--- config.mk ---
export PLATFORM = sky130hd
export DESIGN_NAME = arm_code_emitter_flat
export DESIGN_NICKNAME = d
export VERILOG_FILES = /design/src/rtl/arm_code_emitter_if.sv /design/src/rtl/arm_code_emitter.sv /design/src/flat_wrapper.sv
export SDC_FILE = /design/constraint.sdc
export NUM_CORES = 1
export LEC_CHECK = 0
export CAP_MARGIN = 20
export CORE_ASPECT_RATIO = 0.7
export CORE_MARGIN = 1
export CORE_UTILIZATION = 40
export DETAILED_ROUTE_END_ITERATION = 8
export SYNTH_ARGS = -nofsm -noshare
export SYNTH_HDL_FRONTEND = slang
export SYNTH_SLANG_ARGS = --single-unit
--- constraint.sdc ---
create_clock -name clk -period 5.25 [get_ports clk]
set_input_delay 1.575 -clock clk [delete_from_list [all_inputs] [get_ports clk]]
set_output_delay 1.575 -clock clk [all_outputs]
set_load 0.05 [all_outputs]
--- src/rtl/arm_code_emitter_if.sv ---
`default_nettype none
// ============================================================================
//  Module      : arm_code_emitter_if
//  Description : Instruction-stream and code-memory write bus between the
//                bytecode translator, the ARM code emitter and code memory.
//                The master modport is the emitter's view; the slave modport
//                is the view of its surroundings (translator and memory).
//  Revision    : 1.0 - initial release
// ============================================================================
interface arm_code_emitter_if #(
    parameter int ADDRESS_WIDTH = 16
);
    // Translator -> emitter instruction stream
    logic [31:0]              arm_inst;
    logic                     inst_valid;
    logic                     inst_ready;

    // Emitter -> code memory write port
    logic                     cm_we;
    logic [ADDRESS_WIDTH-1:0] cm_addr;
    logic [31:0]              cm_wdata;
    logic                     cm_ack;

    modport master (
        input  arm_inst,
        input  inst_valid,
        output inst_ready,
        output cm_we,
        output cm_addr,
        output cm_wdata,
        input  cm_ack
    );

    modport slave (
        output arm_inst,
        output inst_valid,
        input  inst_ready,
        input  cm_we,
        input  cm_addr,
        input  cm_wdata,
        output cm_ack
    );
endinterface
`default_nettype wire

--- src/rtl/arm_code_emitter.sv ---
`default_nettype none
// ============================================================================
//  Module      : arm_code_emitter
//  Description : Buffers translated ARM instructions in a small FIFO and
//                writes them word-by-word into code memory. On flush it
//                drains the FIFO, appends a return instruction and reports
//                completion; writing past code_limit aborts into a sticky
//                error state.
//  Revision    : 1.0 - initial release
// ============================================================================
module arm_code_emitter #(
    parameter int          ADDRESS_WIDTH = 16,
    parameter int          FIFO_DEPTH    = 8,
    parameter logic [31:0] TERM_INST     = 32'hE12FFF1E
) (
    input  logic                     clk,
    input  logic                     reset,
    input  logic                     start,
    input  logic [ADDRESS_WIDTH-1:0] base_addr,
    input  logic [ADDRESS_WIDTH-1:0] code_limit,
    input  logic                     flush,
    arm_code_emitter_if.master       bus,
    output logic                     busy,
    output logic                     done,
    output logic                     error,
    output logic [ADDRESS_WIDTH-1:0] word_count
);

    localparam int                   c_ptr_w    = (FIFO_DEPTH > 1) ? $clog2(FIFO_DEPTH) : 1;
    localparam int                   c_cnt_w    = c_ptr_w + 1;
    localparam logic [c_cnt_w-1:0]   c_depth    = c_cnt_w'(FIFO_DEPTH);
    localparam logic [c_cnt_w-1:0]   c_cnt_one  = c_cnt_w'(1);
    localparam logic [c_ptr_w-1:0]   c_ptr_one  = c_ptr_w'(1);
    localparam logic [ADDRESS_WIDTH-1:0] c_addr_one = ADDRESS_WIDTH'(1);

    typedef enum logic [2:0] {
        ST_IDLE  = 3'd0,
        ST_RUN   = 3'd1,
        ST_DRAIN = 3'd2,
        ST_TERM  = 3'd3,
        ST_DONE  = 3'd4,
        ST_ERR   = 3'd5
    } state_t;

    // Registered state and outputs
    state_t                   state_q,      state_d;
    logic [c_ptr_w-1:0]       rd_ptr_q,     rd_ptr_d;
    logic [c_ptr_w-1:0]       wr_ptr_q,     wr_ptr_d;
    logic [c_cnt_w-1:0]       count_q,      count_d;
    logic [ADDRESS_WIDTH-1:0] limit_q,      limit_d;
    logic [ADDRESS_WIDTH-1:0] cm_addr_q,    cm_addr_d;
    logic [31:0]              cm_wdata_q,   cm_wdata_d;
    logic                     cm_we_q,      cm_we_d;
    logic                     inst_ready_q, inst_ready_d;
    logic                     busy_q,       busy_d;
    logic                     done_q,       done_d;
    logic                     error_q,      error_d;
    logic [ADDRESS_WIDTH-1:0] word_count_q, word_count_d;

    logic [31:0]              fifo_mem_q [FIFO_DEPTH];

    // Per-cycle decode
    state_t                   state_n;
    logic                     push;
    logic                     fire;
    logic                     pop;
    logic                     stay_empty;
    logic                     want_write;
    logic                     overrun;
    logic [c_ptr_w-1:0]       head_ptr;

    assign bus.inst_ready = inst_ready_q;
    assign bus.cm_we      = cm_we_q;
    assign bus.cm_addr    = cm_addr_q;
    assign bus.cm_wdata   = cm_wdata_q;
    assign busy           = busy_q;
    assign done           = done_q;
    assign error          = error_q;
    assign word_count     = word_count_q;

    // Next-state, FIFO bookkeeping and next values of all registered outputs
    always_comb begin
        push         = bus.inst_valid && inst_ready_q;
        fire         = cm_we_q && bus.cm_ack;
        pop          = fire && ((state_q == ST_RUN) || (state_q == ST_DRAIN));

        state_n      = state_q;
        rd_ptr_d     = rd_ptr_q;
        wr_ptr_d     = wr_ptr_q;
        count_d      = count_q;
        limit_d      = limit_q;
        cm_addr_d    = cm_addr_q;
        word_count_d = word_count_q;
        error_d      = error_q;
        done_d       = 1'b0;

        if (push) begin
            wr_ptr_d = wr_ptr_q + c_ptr_one;
        end
        if (pop) begin
            rd_ptr_d  = rd_ptr_q + c_ptr_one;
            cm_addr_d = cm_addr_q + c_addr_one;
        end
        if (fire) begin
            word_count_d = word_count_q + c_addr_one;
        end
        case ({push, pop})
            2'b10:   count_d = count_q + c_cnt_one;
            2'b01:   count_d = count_q - c_cnt_one;
            default: count_d = count_q;
        endcase

        // Entry that will sit at the FIFO head next cycle; when the FIFO is
        // (or becomes) empty, only the word being pushed now can be there.
        head_ptr   = rd_ptr_d;
        stay_empty = (count_q == '0) || ((count_q == c_cnt_one) && pop);

        case (state_q)
            ST_IDLE, ST_DONE, ST_ERR: begin
                if (start) begin
                    state_n      = ST_RUN;
                    cm_addr_d    = base_addr;
                    limit_d      = code_limit;
                    rd_ptr_d     = '0;
                    wr_ptr_d     = '0;
                    count_d      = '0;
                    word_count_d = '0;
                    error_d      = 1'b0;
                end
            end
            ST_RUN: begin
                if (flush) begin
                    state_n = (count_d == '0) ? ST_TERM : ST_DRAIN;
                end
            end
            ST_DRAIN: begin
                if (count_d == '0) begin
                    state_n = ST_TERM;
                end
            end
            ST_TERM: begin
                if (fire) begin
                    state_n = ST_DONE;
                    done_d  = 1'b1;
                end
            end
            default: begin
                state_n = ST_IDLE;
            end
        endcase

        // A write is wanted next cycle whenever data is queued in RUN/DRAIN
        // or the terminator is pending; the address is checked against the
        // limit before the write is ever presented.
        if ((state_n == ST_RUN) || (state_n == ST_DRAIN)) begin
            want_write = (count_d != '0);
        end else begin
            want_write = (state_n == ST_TERM);
        end
        overrun = want_write && (cm_addr_d > limit_d);

        state_d = state_n;
        if (overrun) begin
            state_d  = ST_ERR;
            rd_ptr_d = '0;
            wr_ptr_d = '0;
            count_d  = '0;
            error_d  = 1'b1;
        end

        cm_we_d    = want_write && !overrun;
        cm_wdata_d = cm_wdata_q;
        if (cm_we_d) begin
            if (state_n == ST_TERM) begin
                cm_wdata_d = TERM_INST;
            end else if (stay_empty) begin
                cm_wdata_d = bus.arm_inst;
            end else begin
                cm_wdata_d = fifo_mem_q[head_ptr];
            end
        end

        inst_ready_d = (state_d == ST_RUN) && (count_d != c_depth);
        busy_d       = (state_d == ST_RUN) || (state_d == ST_DRAIN) || (state_d == ST_TERM);
    end

    // Control state and registered outputs, cleared asynchronously on reset
    always_ff @(posedge clk or negedge reset) begin
        if (!reset) begin
            state_q      <= ST_IDLE;
            rd_ptr_q     <= '0;
            wr_ptr_q     <= '0;
            count_q      <= '0;
            limit_q      <= '0;
            cm_addr_q    <= '0;
            cm_wdata_q   <= '0;
            cm_we_q      <= 1'b0;
            inst_ready_q <= 1'b0;
            busy_q       <= 1'b0;
            done_q       <= 1'b0;
            error_q      <= 1'b0;
            word_count_q <= '0;
        end else begin
            state_q      <= state_d;
            rd_ptr_q     <= rd_ptr_d;
            wr_ptr_q     <= wr_ptr_d;
            count_q      <= count_d;
            limit_q      <= limit_d;
            cm_addr_q    <= cm_addr_d;
            cm_wdata_q   <= cm_wdata_d;
            cm_we_q      <= cm_we_d;
            inst_ready_q <= inst_ready_d;
            busy_q       <= busy_d;
            done_q       <= done_d;
            error_q      <= error_d;
            word_count_q <= word_count_d;
        end
    end

    // FIFO storage; contents are meaningless outside the occupied window
    always_ff @(posedge clk) begin
        if (push) begin
            fifo_mem_q[wr_ptr_q] <= bus.arm_inst;
        end
    end

endmodule
`default_nettype wire
--- src/flat_wrapper.sv ---
// flat-port wrapper written by rule: the top's interface ports become plain ports
module arm_code_emitter_flat 
#(
    parameter int          ADDRESS_WIDTH = 16,
    parameter int          FIFO_DEPTH    = 8,
    parameter logic [31:0] TERM_INST     = 32'hE12FFF1E
)
  (clk, reset, start, base_addr, code_limit, flush, busy, done, error, word_count, bus_arm_inst, bus_inst_valid, bus_inst_ready, bus_cm_we, bus_cm_addr, bus_cm_wdata, bus_cm_ack);
  arm_code_emitter_if #(.ADDRESS_WIDTH(ADDRESS_WIDTH)) bus_i ();
  input  logic clk;
  input  logic reset;
  input  logic start;
  input  logic [ADDRESS_WIDTH-1:0] base_addr;
  input  logic [ADDRESS_WIDTH-1:0] code_limit;
  input  logic flush;
  output logic busy;
  output logic done;
  output logic error;
  output logic [ADDRESS_WIDTH-1:0] word_count;
  input wire logic [$bits(bus_i.arm_inst)-1:0] bus_arm_inst;
  input wire logic [$bits(bus_i.inst_valid)-1:0] bus_inst_valid;
  output wire logic [$bits(bus_i.inst_ready)-1:0] bus_inst_ready;
  output wire logic [$bits(bus_i.cm_we)-1:0] bus_cm_we;
  output wire logic [$bits(bus_i.cm_addr)-1:0] bus_cm_addr;
  output wire logic [$bits(bus_i.cm_wdata)-1:0] bus_cm_wdata;
  input wire logic [$bits(bus_i.cm_ack)-1:0] bus_cm_ack;
  assign bus_i.arm_inst = bus_arm_inst;
  assign bus_i.inst_valid = bus_inst_valid;
  assign bus_inst_ready = bus_i.inst_ready;
  assign bus_cm_we = bus_i.cm_we;
  assign bus_cm_addr = bus_i.cm_addr;
  assign bus_cm_wdata = bus_i.cm_wdata;
  assign bus_i.cm_ack = bus_cm_ack;
  arm_code_emitter #(.ADDRESS_WIDTH(ADDRESS_WIDTH), .FIFO_DEPTH(FIFO_DEPTH), .TERM_INST(TERM_INST)) u_core (.clk(clk), .reset(reset), .start(start), .base_addr(base_addr), .code_limit(code_limit), .flush(flush), .bus(bus_i), .busy(busy), .done(done), .error(error), .word_count(word_count));
endmodule
[Word-level counts from Yosys, hierarchy flattened]
Memories as Yosys holds them, arrays and structs flattened.
Cells that the tools add are included.
Cells by class
  muxes and demuxes: 37
  reductions and logical operators: 21
  $add $sub $neg: 6
  eq/ne operators: 15
  $lt $le $gt $ge: 1
Operators with widths (count)
  $mux W16: 8
  $mux W32: 2
  $mux W3: 13
  $add A16 B1 Y16 const B: 2
  $eq A3 B2 Y1 const B: 6
  $gt A16 B16 Y1: 1
  $mux W4: 3
  $pmux W3 S4: 1
  $eq A3 B1 Y1 const B: 3
  $mux W1: 9
  $logic_not A4 Y1: 2
  $pmux W4 S2: 1
  $logic_and A1 B1 Y1: 7
  $add A3 B1 Y3 const B: 2
  $eq A3 B3 Y1 const B: 2
  $logic_or A1 B1 Y1: 5
  $add A4 B1 Y4 const B: 1
  $eq A4 B1 Y1 const B: 1
  $ne A4 B4 Y1 const B: 1
  $reduce_bool A2 Y1: 2
  $reduce_bool A4 Y1: 1
  $sub A4 B1 Y4 const B: 1
  $logic_not A3 Y1: 1
  $reduce_or A3 Y1: 1
  other kinds (4): 4
Storage, ports and cells
  flip-flop bits (word level): 98
  bits in writable memories: 256
  memories kept: 1
Memory list
  u_core.fifo_mem_q: depth 8, width 32, rd ports 1, clocked after Yosys merged registers in 0, write ports 1, RTL line arm_code_emitter.sv:60  | logic [31:0] fifo_mem_q [FIFO_DEPTH];

[Depth between registers and ports, before layout]
  depth after elaboration: 17
  depth in mapped cells: 18
  gate-level depth less buffers: 15

[Worst setup path before layout]
No wires, ideal clock.
  kind: input-to-reg
  start: input bus_inst_valid
  end: memory u_core.fifo_mem_q[0][0] (enable)
  arrival time: 4.860 ns
  required time: 4.748 ns
  setup slack: -0.112 ns
  stages: 2
  cell sequence: nand2_1 > nor4_1
On the way
  longest elaborated chain between the ends: 3
RTL lines
  start: declaration: RTL line flat_wrapper.sv:21  | input wire logic [$bits(bus_i.inst_valid)-1:0] bus_inst_valid;
  $logic_and A1 B1 Y1: RTL line arm_code_emitter.sv:83  | push = bus.inst_valid && inst_ready_q;
  $mux W1: RTL line arm_code_emitter.sv:222  | if (push) begin
  $mux W1 (not written as such): RTL line arm_code_emitter.sv:223  | fifo_mem_q[wr_ptr_q] <= bus.arm_inst;
  end: declaration: RTL line arm_code_emitter.sv:60
No other way between the ends.

[Worst setup path after layout]
  start: input bus_cm_ack
  end: register u_core.inst_ready_q (netlist: u_core.bus.inst_ready)
RTL lines
  start: declaration: RTL line flat_wrapper.sv:26  | input wire logic [$bits(bus_i.cm_ack)-1:0] bus_cm_ack;
  $logic_and A1 B1 Y1 *: RTL line arm_code_emitter.sv:84  | fire = cm_we_q && bus.cm_ack;
  $logic_and A1 B1 Y1 *: RTL line arm_code_emitter.sv:85  | pop = fire && ((state_q == ST_RUN) || (state_q == ST_DRAIN));
  $mux W16 *: RTL line arm_code_emitter.sv:100  | if (pop) begin
  $mux W16: RTL line arm_code_emitter.sv:120  | if (start) begin
  $mux W16 *: RTL line arm_code_emitter.sv:118  | case (state_q)
  via u_core.cm_addr_d[5]: RTL line arm_code_emitter.sv:51  | logic [ADDRESS_WIDTH-1:0] cm_addr_q, cm_addr_d;
  $gt A16 B16 Y1 *: RTL line arm_code_emitter.sv:160  | overrun = want_write && (cm_addr_d > limit_d);
  $logic_and A1 B1 Y1 *: RTL line arm_code_emitter.sv:160
  $mux W4 / $mux W3 (equally long branches): RTL line arm_code_emitter.sv:163  | if (overrun) begin
  $ne A4 B4 Y1 / $eq A3 B1 Y1 (equally long branches): RTL line arm_code_emitter.sv:183  | inst_ready_d = (state_d == ST_RUN) && (count_d != c_depth);
  $logic_and A1 B1 Y1 *: RTL line arm_code_emitter.sv:183
  via u_core.inst_ready_d: RTL line arm_code_emitter.sv:54  | logic inst_ready_q, inst_ready_d;
  end signal: assignment: RTL line arm_code_emitter.sv:212  | inst_ready_q <= inst_ready_d;
  end: declaration: RTL line arm_code_emitter.sv:54
The timed path passes the listed nets; every way through them passes the cells marked *.
A chain may end at the register's enable or synchronous reset.

==> impl_metrics.csv <==
group,metric,value,unit
clocking,root_buffer,"clkbuf_16",
synthesis,seq_area_frac_synth,67.3,%
global_route,grt_first_pass_wirelength,59600,µm
setup_path,cp-start-kind,"input pin",
setup_path,cp.arrival,5210,ps
synthesis,ys.flop_type,"edfxtp_1",
global_route,grt_pass1_vias,9983,
cells_and_area,fin_area,0.0184,mm²
hold_path,min_path_type,"reg2reg",
timing,fin_crit_sh,92.4,%
clocking,cts_sinks,354,
route,viasPerCell,5.44,
timing,hold_viol_final,0,
setup_path,critPathMaxStageDelay,540,ps
clocking,cts.path.max_buffers,3,
timing,clock_skew,25.3,ps
synthesis,synth.distinct_cells,59,
cells_and_area,final_cell_mix,"nand2_1 (256), edfxtp_1 (256), clkdlybuf4s50_1 (137)",
timing,timing.hold.ws,488,ps
cells_and_area,fin_nets,1444,
timing,rsz0062_at_grt,"true",
flow_run,maxCapViolCount,0,
timing,slew_headroom,42.2,%
clocking,cts_buffers,36,
power_and_ir_drop,power_density,578,mW/mm²
global_route,globalRouteTotalUtil,20.5,%
clocking,hold_buffers,0,
cells_and_area,n_antenna_cell,0,
synthesis,synth-edff-count,256,
clocking,cts_tree,"yes",
floorplan,dieWidth,234,µm
clocking,cts-htree-levels,2,
timing,setup_viol,0,
status,violations,"design-rule violations",
timing,post-route-min-period,4850,ps
cells_and_area,area_growth_syn_to_layout,22.4,%
global_route,grt_max_degree,85,
placed_design,placed_area,0.0172,mm²
global_route,overflow,0,
route,routed_wl,38900,µm
floorplan,fp.dieH,164,µm
route,vias,10134,
floorplan,row_count,59,
timing,worst-slew-pin-transition,866,ps
placed_design,gp_congestion,0.784,
setup_path,cp_max_fo,9,
route,drtPass1Iterations,9,
cells_and_area,drive_gt1_share,9.45,%
clocking,clk_pin_slew,60,ps
timing,final-max-slew-violation-count,0,
synthesis,synthArstFlopShare,27.7,%
synthesis,synthesis.area,0.0151,mm²
synthesis,ys_ff_latch,354,
route,drc,4,
placed_design,hpwl,23200,µm
power_and_ir_drop,leakage,6.59,nW
floorplan,start_util,40.6,%
setup_path,path_cells,"clkdlybuf4s50_1 -> nand3b_4 -> nor3_1 -> buf_4 -> nand3_1 -> xor2_1 -> o21ai_0 -> ha_1 -> nand4_1 -> a21oi_1 -> o31ai_1 -> a21oi_4 -> nor2b_1 -> buf_4 -> a2111oi_2",
route,drt_iter0_markers,813,
floorplan,core,0.0371,mm²
placed_design,io_buffer_count,138,
global_route,antenna_found_initial,0,
setup_path,slowest_stage,"clkdlybuf4s50_1",
synthesis,ys_warn_count,0,
synthesis,syn_nets,1299,
setup_path,path_common_cell,"buf_4",
status,status,"finished with violations",
setup_path,worstSetupPathType,"in2reg",
clocking,cts_setup_buffers,0,
setup_path,worst-endpoint-required,5610,ps
floorplan,die_area,0.0385,mm²
floorplan,io_pins,139,
clocking,clock_latency,530,ps
route,antenna_left,0,
route,wire_per_inst,20.9,µm
synthesis,synth.avg_cell_area,12.5,µm²
synthesis,syn-instance-count,1204,
power_and_ir_drop,ir_drop,0.344,mV
setup_path,end_kind,"flip-flop",
timing,fmax,206,MHz
-- sequential cells by signal, summed over array words and instances (netlist names), 3 cells and up --
register             count
u_core.wr_ptr_q          3
u_core.state_q           3
u_core.count_q           4
u_core.limit_q          16
u_core.fifo_mem_q      256
u_core.bus.cm_wdata     32
u_core.word_count       16
u_core.bus.cm_addr      16
u_core.rd_ptr_q          3
-- metrics by stage --
stage	setup slack, ps	utilization, %	TNS, ps	power, W	instances
2_1_floorplan	583	-	0	0.00653	1204
3_3_place_gp	-40.4	46.4	-40.4	0.00802	1799
3_5_place_dp	-122	46.4	-1660	0.00808	1799
4_1_cts	353	49.6	0	0.0107	1863
5_1_grt	-36.5	49.6	-72.8	0.0112	1863
6_report	400	49.6	0	0.0107	1863
-- cell type report --
| class | instances | area, µm² |
|---|---|---|
| clock inverters | 15 | 194 |
| well taps | 488 | 611 |
| multi-input cells | 749 | 4590 |
| flip-flops and latches | 354 | 10100 |
| fillers | 3267 | 18700 |
| inverters | 27 | 101 |
| clock buffers | 49 | 1000 |
| repair buffers | 181 | 1800 |
-- metal layers --
metal,global-route usage (%),vias to the layer above,part of all wire (%)
li1,-,4725,-
met1,31.2,5073,48
met2,30.4,290,45
met3,3.47,46,5.5
met4,4.69,0,1.5
met5,0,-,0
-- cells by family (layout without fill, tap and decap cells) --
logic type,count (synthesis),count (layout),synth area share [%]
AOI/OAI and AO/OA,171,171,8.07
xor gates and xnor gates,38,38,2.36
adders and majority gates,25,25,2.08
buffers and inverters,101,272,3.06
DFF,354,354,67.3
muxes,45,45,3.02
and+or+nand+nor,470,470,14.1
-- worst max-delay path: cells and delay by family --
| kind | cells | cell delay, ps |
|---|---|---|
| xor gates and xnor gates | 1 | 160 |
| and+or+nand+nor | 5 | 800 |
| AOI/OAI and AO/OA | 5 | 1450 |
| adders and majority gates | 1 | 300 |
| buffers and inverters | 3 | 900 |
-- synth_stat cells (12+ instances only) --
cell | n | share of area, %
edfxtp_1 | 256 | 51
nand2_1 | 256 | 6.4
dfrtp_1 | 98 | 16
nand3_1 | 84 | 2.8
clkbuf_1 | 45 | 1.1
nor2_1 | 44 | 1.1
mux2i_1 | 41 | 2.7
a21oi_1 | 33 | 1.1
nand4_1 | 30 | 1.2
o21ai_0 | 28 | 0.93
inv_1 | 26 | 0.65
ha_1 | 25 | 2.1
xor2_1 | 25 | 1.5
a2111oi_0 | 21 | 1.2
a2bb2oi_1 | 21 | 1.2
a31oi_1 | 21 | 0.87
buf_2 | 17 | 0.56
nor3_1 | 17 | 0.56
nor4_1 | 13 | 0.54
o22ai_1 | 12 | 0.50
-- worst paths after layout --
kind                               startpoint               endpoint  slack, ps  depth (start not counted)
hold / removal             u_core.limit_q[10]     u_core.limit_q[10]        490                          2
min in group asynchronous               reset   u_core.word_count[7]       1150                          1
setup / recovery                   bus_cm_ack  u_core.bus.inst_ready        400                         15
max in group asynchronous               reset     u_core.wr_ptr_q[2]       3240                          2
setup reg to reg            u_core.state_q[0]  u_core.bus.inst_ready       1270                         15
hold reg to reg            u_core.limit_q[10]     u_core.limit_q[10]        490                          2
-- power breakdown --
part | internal (W) | leakage (nW) | switching, W | total (W)
Sequential | 0.00340 | 3.52 | 0.000317 | 0.00372
Clock | 0.00154 | 0.586 | 0.00107 | 0.00261
Combinational | 0.00154 | 2.49 | 0.00278 | 0.00432
Total | 0.00648 | 6.59 | 0.00417 | 0.0107
-- repair_timing --
action	CTS	global route
gates resized for setup	0	2
hold endpoints to repair	0	0
endpoints found under the setup margin	0	4
Note: power is estimated with default switching activity, not from simulation.
==> edit: new RTL, same settings <==
The 6 states of `state_t` get a one-hot encoding in 6 bits.
--- a/src/rtl/arm_code_emitter.sv
+++ b/src/rtl/arm_code_emitter.sv
@@ -33,13 +33,13 @@
     localparam logic [c_ptr_w-1:0]   c_ptr_one  = c_ptr_w'(1);
     localparam logic [ADDRESS_WIDTH-1:0] c_addr_one = ADDRESS_WIDTH'(1);
 
-    typedef enum logic [2:0] {
-        ST_IDLE  = 3'd0,
-        ST_RUN   = 3'd1,
-        ST_DRAIN = 3'd2,
-        ST_TERM  = 3'd3,
-        ST_DONE  = 3'd4,
-        ST_ERR   = 3'd5
+    typedef enum logic [5:0] {
+        ST_IDLE  = 6'b000001,
+        ST_RUN   = 6'b000010,
+        ST_DRAIN = 6'b000100,
+        ST_TERM  = 6'b001000,
+        ST_DONE  = 6'b010000,
+        ST_ERR   = 6'b100000
     } state_t;
 
     // Registered state and outputs
Formal check against the unedited RTL: same outputs for any inputs over 4 cycles, from zero or initial values and one cycle with reset low; so few cycles prove little.
==> edit against the unedited design <==
Sequential cell count increased by 3; synthesized cell count rose by 20%; critical path depth stayed put; cell area up 12%; combinational power is 5.6% lower; area after synthesis is 13% higher; power is 2.6% lower; count of clock-buffer cells in the layout grew 4; routed wire length up 30%; sequential share of layout area decreased by 5.5 points; sequential power shrank 1%; worst setup slack worse by 0.037 ns; clock skew fell by 0.0059 ns.
==> edit: results (changes against the unedited design) <==
[synth]
ys_top_cells_by_area=edfxtp_1 45%, dfrtp_1 15%, nand3_1 3.4%
yosysWarnings=0  ; unchanged
ys_top_cells_by_count=256 x edfxtp_1, 115 x nand3_1, 108 x nand2_1
yosysUniqueCellTypes=64  ; +8.5%
synthFlopType=edfxtp_1
postSynthNetCount=1542  ; +19%
synth-seq-area-share_pct=60.13  ; -7.2 points
ys_async_sr_fraction_pct=28.29  ; +0.61 points

[finish]
layout.nets=1676  ; +16%
nFillCells=3638  ; +11%
drive_above_1_share_pct=10.44  ; +0.99 points
largest_reg_flops=256  ; unchanged

[drt]
dr.pass1.iters=6  ; -3
m1WireLength_um=23720  ; +27%
route.met2.wl_um=22380  ; +28%
routedWlPerCell_um=23.57  ; +13%
via_per_inst=6.026  ; +11%
drt_iter0_drc=1234  ; +52%
wl_met3_um=3859  ; +82%

[power]
power.internal_uw=6365  ; -1.8%
ir_worst_vdd_mv=0.2625  ; -24%
cellLeakagePower_uw=0.007457  ; +13%

[placed_design]
post-place-ws_ns=-0.09145  ; +0.03069 ns
place_hpwl_um=30970  ; +33%
port_buffers=138  ; unchanged
gp_congestion=0.8393  ; +7.0%
place_area_um2=19470  ; +13%

[grt]
grt_pass1_vias=12580  ; +26%
gr-usage-met2_pct=34.63  ; +4.2 points
grt_usage_pct=23.62  ; +3.1 points
antenna_found_initial=0  ; unchanged
grt_use_met3_pct=3.860  ; +0.39 points
gr-usage-met1_pct=36.27  ; +5.1 points
grt_pass1_wl_um=78090  ; +31%
grt_max_degree=50  ; -41%

[worst_setup_path]
r2r_start=u_core.state_q[4]$_DFF_PN0_
crit_path_max_incr_delay_ns=0.54  ; about the same
worst_ep_arrival_time_ns=5.29  ; +0.08 ns
crit_path_max_fanout=16  ; +7
critPathSlowestCell=clkdlybuf4s50_1

[outcome]
status=finished, final reports clean

[timing]
slew_headroom_pct=25.33  ; -17 points
clock_skew_ns=0.01940  ; -0.005881 ns

[cts]
cts_buffers=37  ; +2.8%

[min_path]
worstHoldStart=u_core.limit_q[10]$_DFF_PN0_

==> edit: changes by cell type after synthesis, sizes merged, moves of 32 or more <==
cell	change
nand2b	+50
and4	+32
a211oi	+63
nor4	+44
clkbuf	+56
nand2	-148
o21ai	+62
==> edit: cell type report <==
cell class | instances | share of cell area, %
well taps | 544 | 3.295
flip-flops and latches | 357 | 49.47
multi-input cells | 930 | 30.63
repair buffers | 218 | 10.19
inverters | 37 | 0.6724
clock buffers | 53 | 5.179
clock inverters | 14 | 0.5694
==> edit: stage by stage <==
stage	cells	hold WS [ns]	utilization, %
floorplan	1447	0.4464	-
global placement	2086	0.4698	46.99
detailed placement	2086	0.4712	46.99
CTS	2153	0.4836	49.86
global route	2153	0.5154	49.86
finish	2153	0.4880	49.86
==> edit: power by group through the flow <==
stage               clock, µW  combinational, µW  sequential, µW
floorplan                   0               1950            4210
global placement            0               3970            3730
detailed placement          0               4050            3730
CTS                      2650               4060            3680
global route             2780               4360            3720
finish                   2610               4080            3680
==> edit: worst paths after layout <==
path,end,slack (ns),cells past startpoint
worst max-delay path,u_core.bus.cm_wdata[21]$_DFFE_PN0P_,0.36,15
worst min register to register,u_core.limit_q[10]$_DFF_PN0_,0.49,2
worst min-delay path,u_core.limit_q[10]$_DFF_PN0_,0.49,2
min in group asynchronous,u_core.bus.cm_wdata[2]$_DFFE_PN0P_,1.06,1
max in group asynchronous,u_core.state_q[0]$_DFF_PN1_,3.25,2
worst max register to register,u_core.bus.cm_wdata[21]$_DFFE_PN0P_,1.01,14
==> edit: kinds of logic after synthesis <==
family          after synthesis  share of synthesized area (%)
mux                          30                          1.856
compound gates              305                          13.31
xor+xnor                     35                          1.804
buf+inv                     160                          3.719
flops                       357                          60.13
simple gates                535                          17.34
fa+ha+maj                    25                          1.841
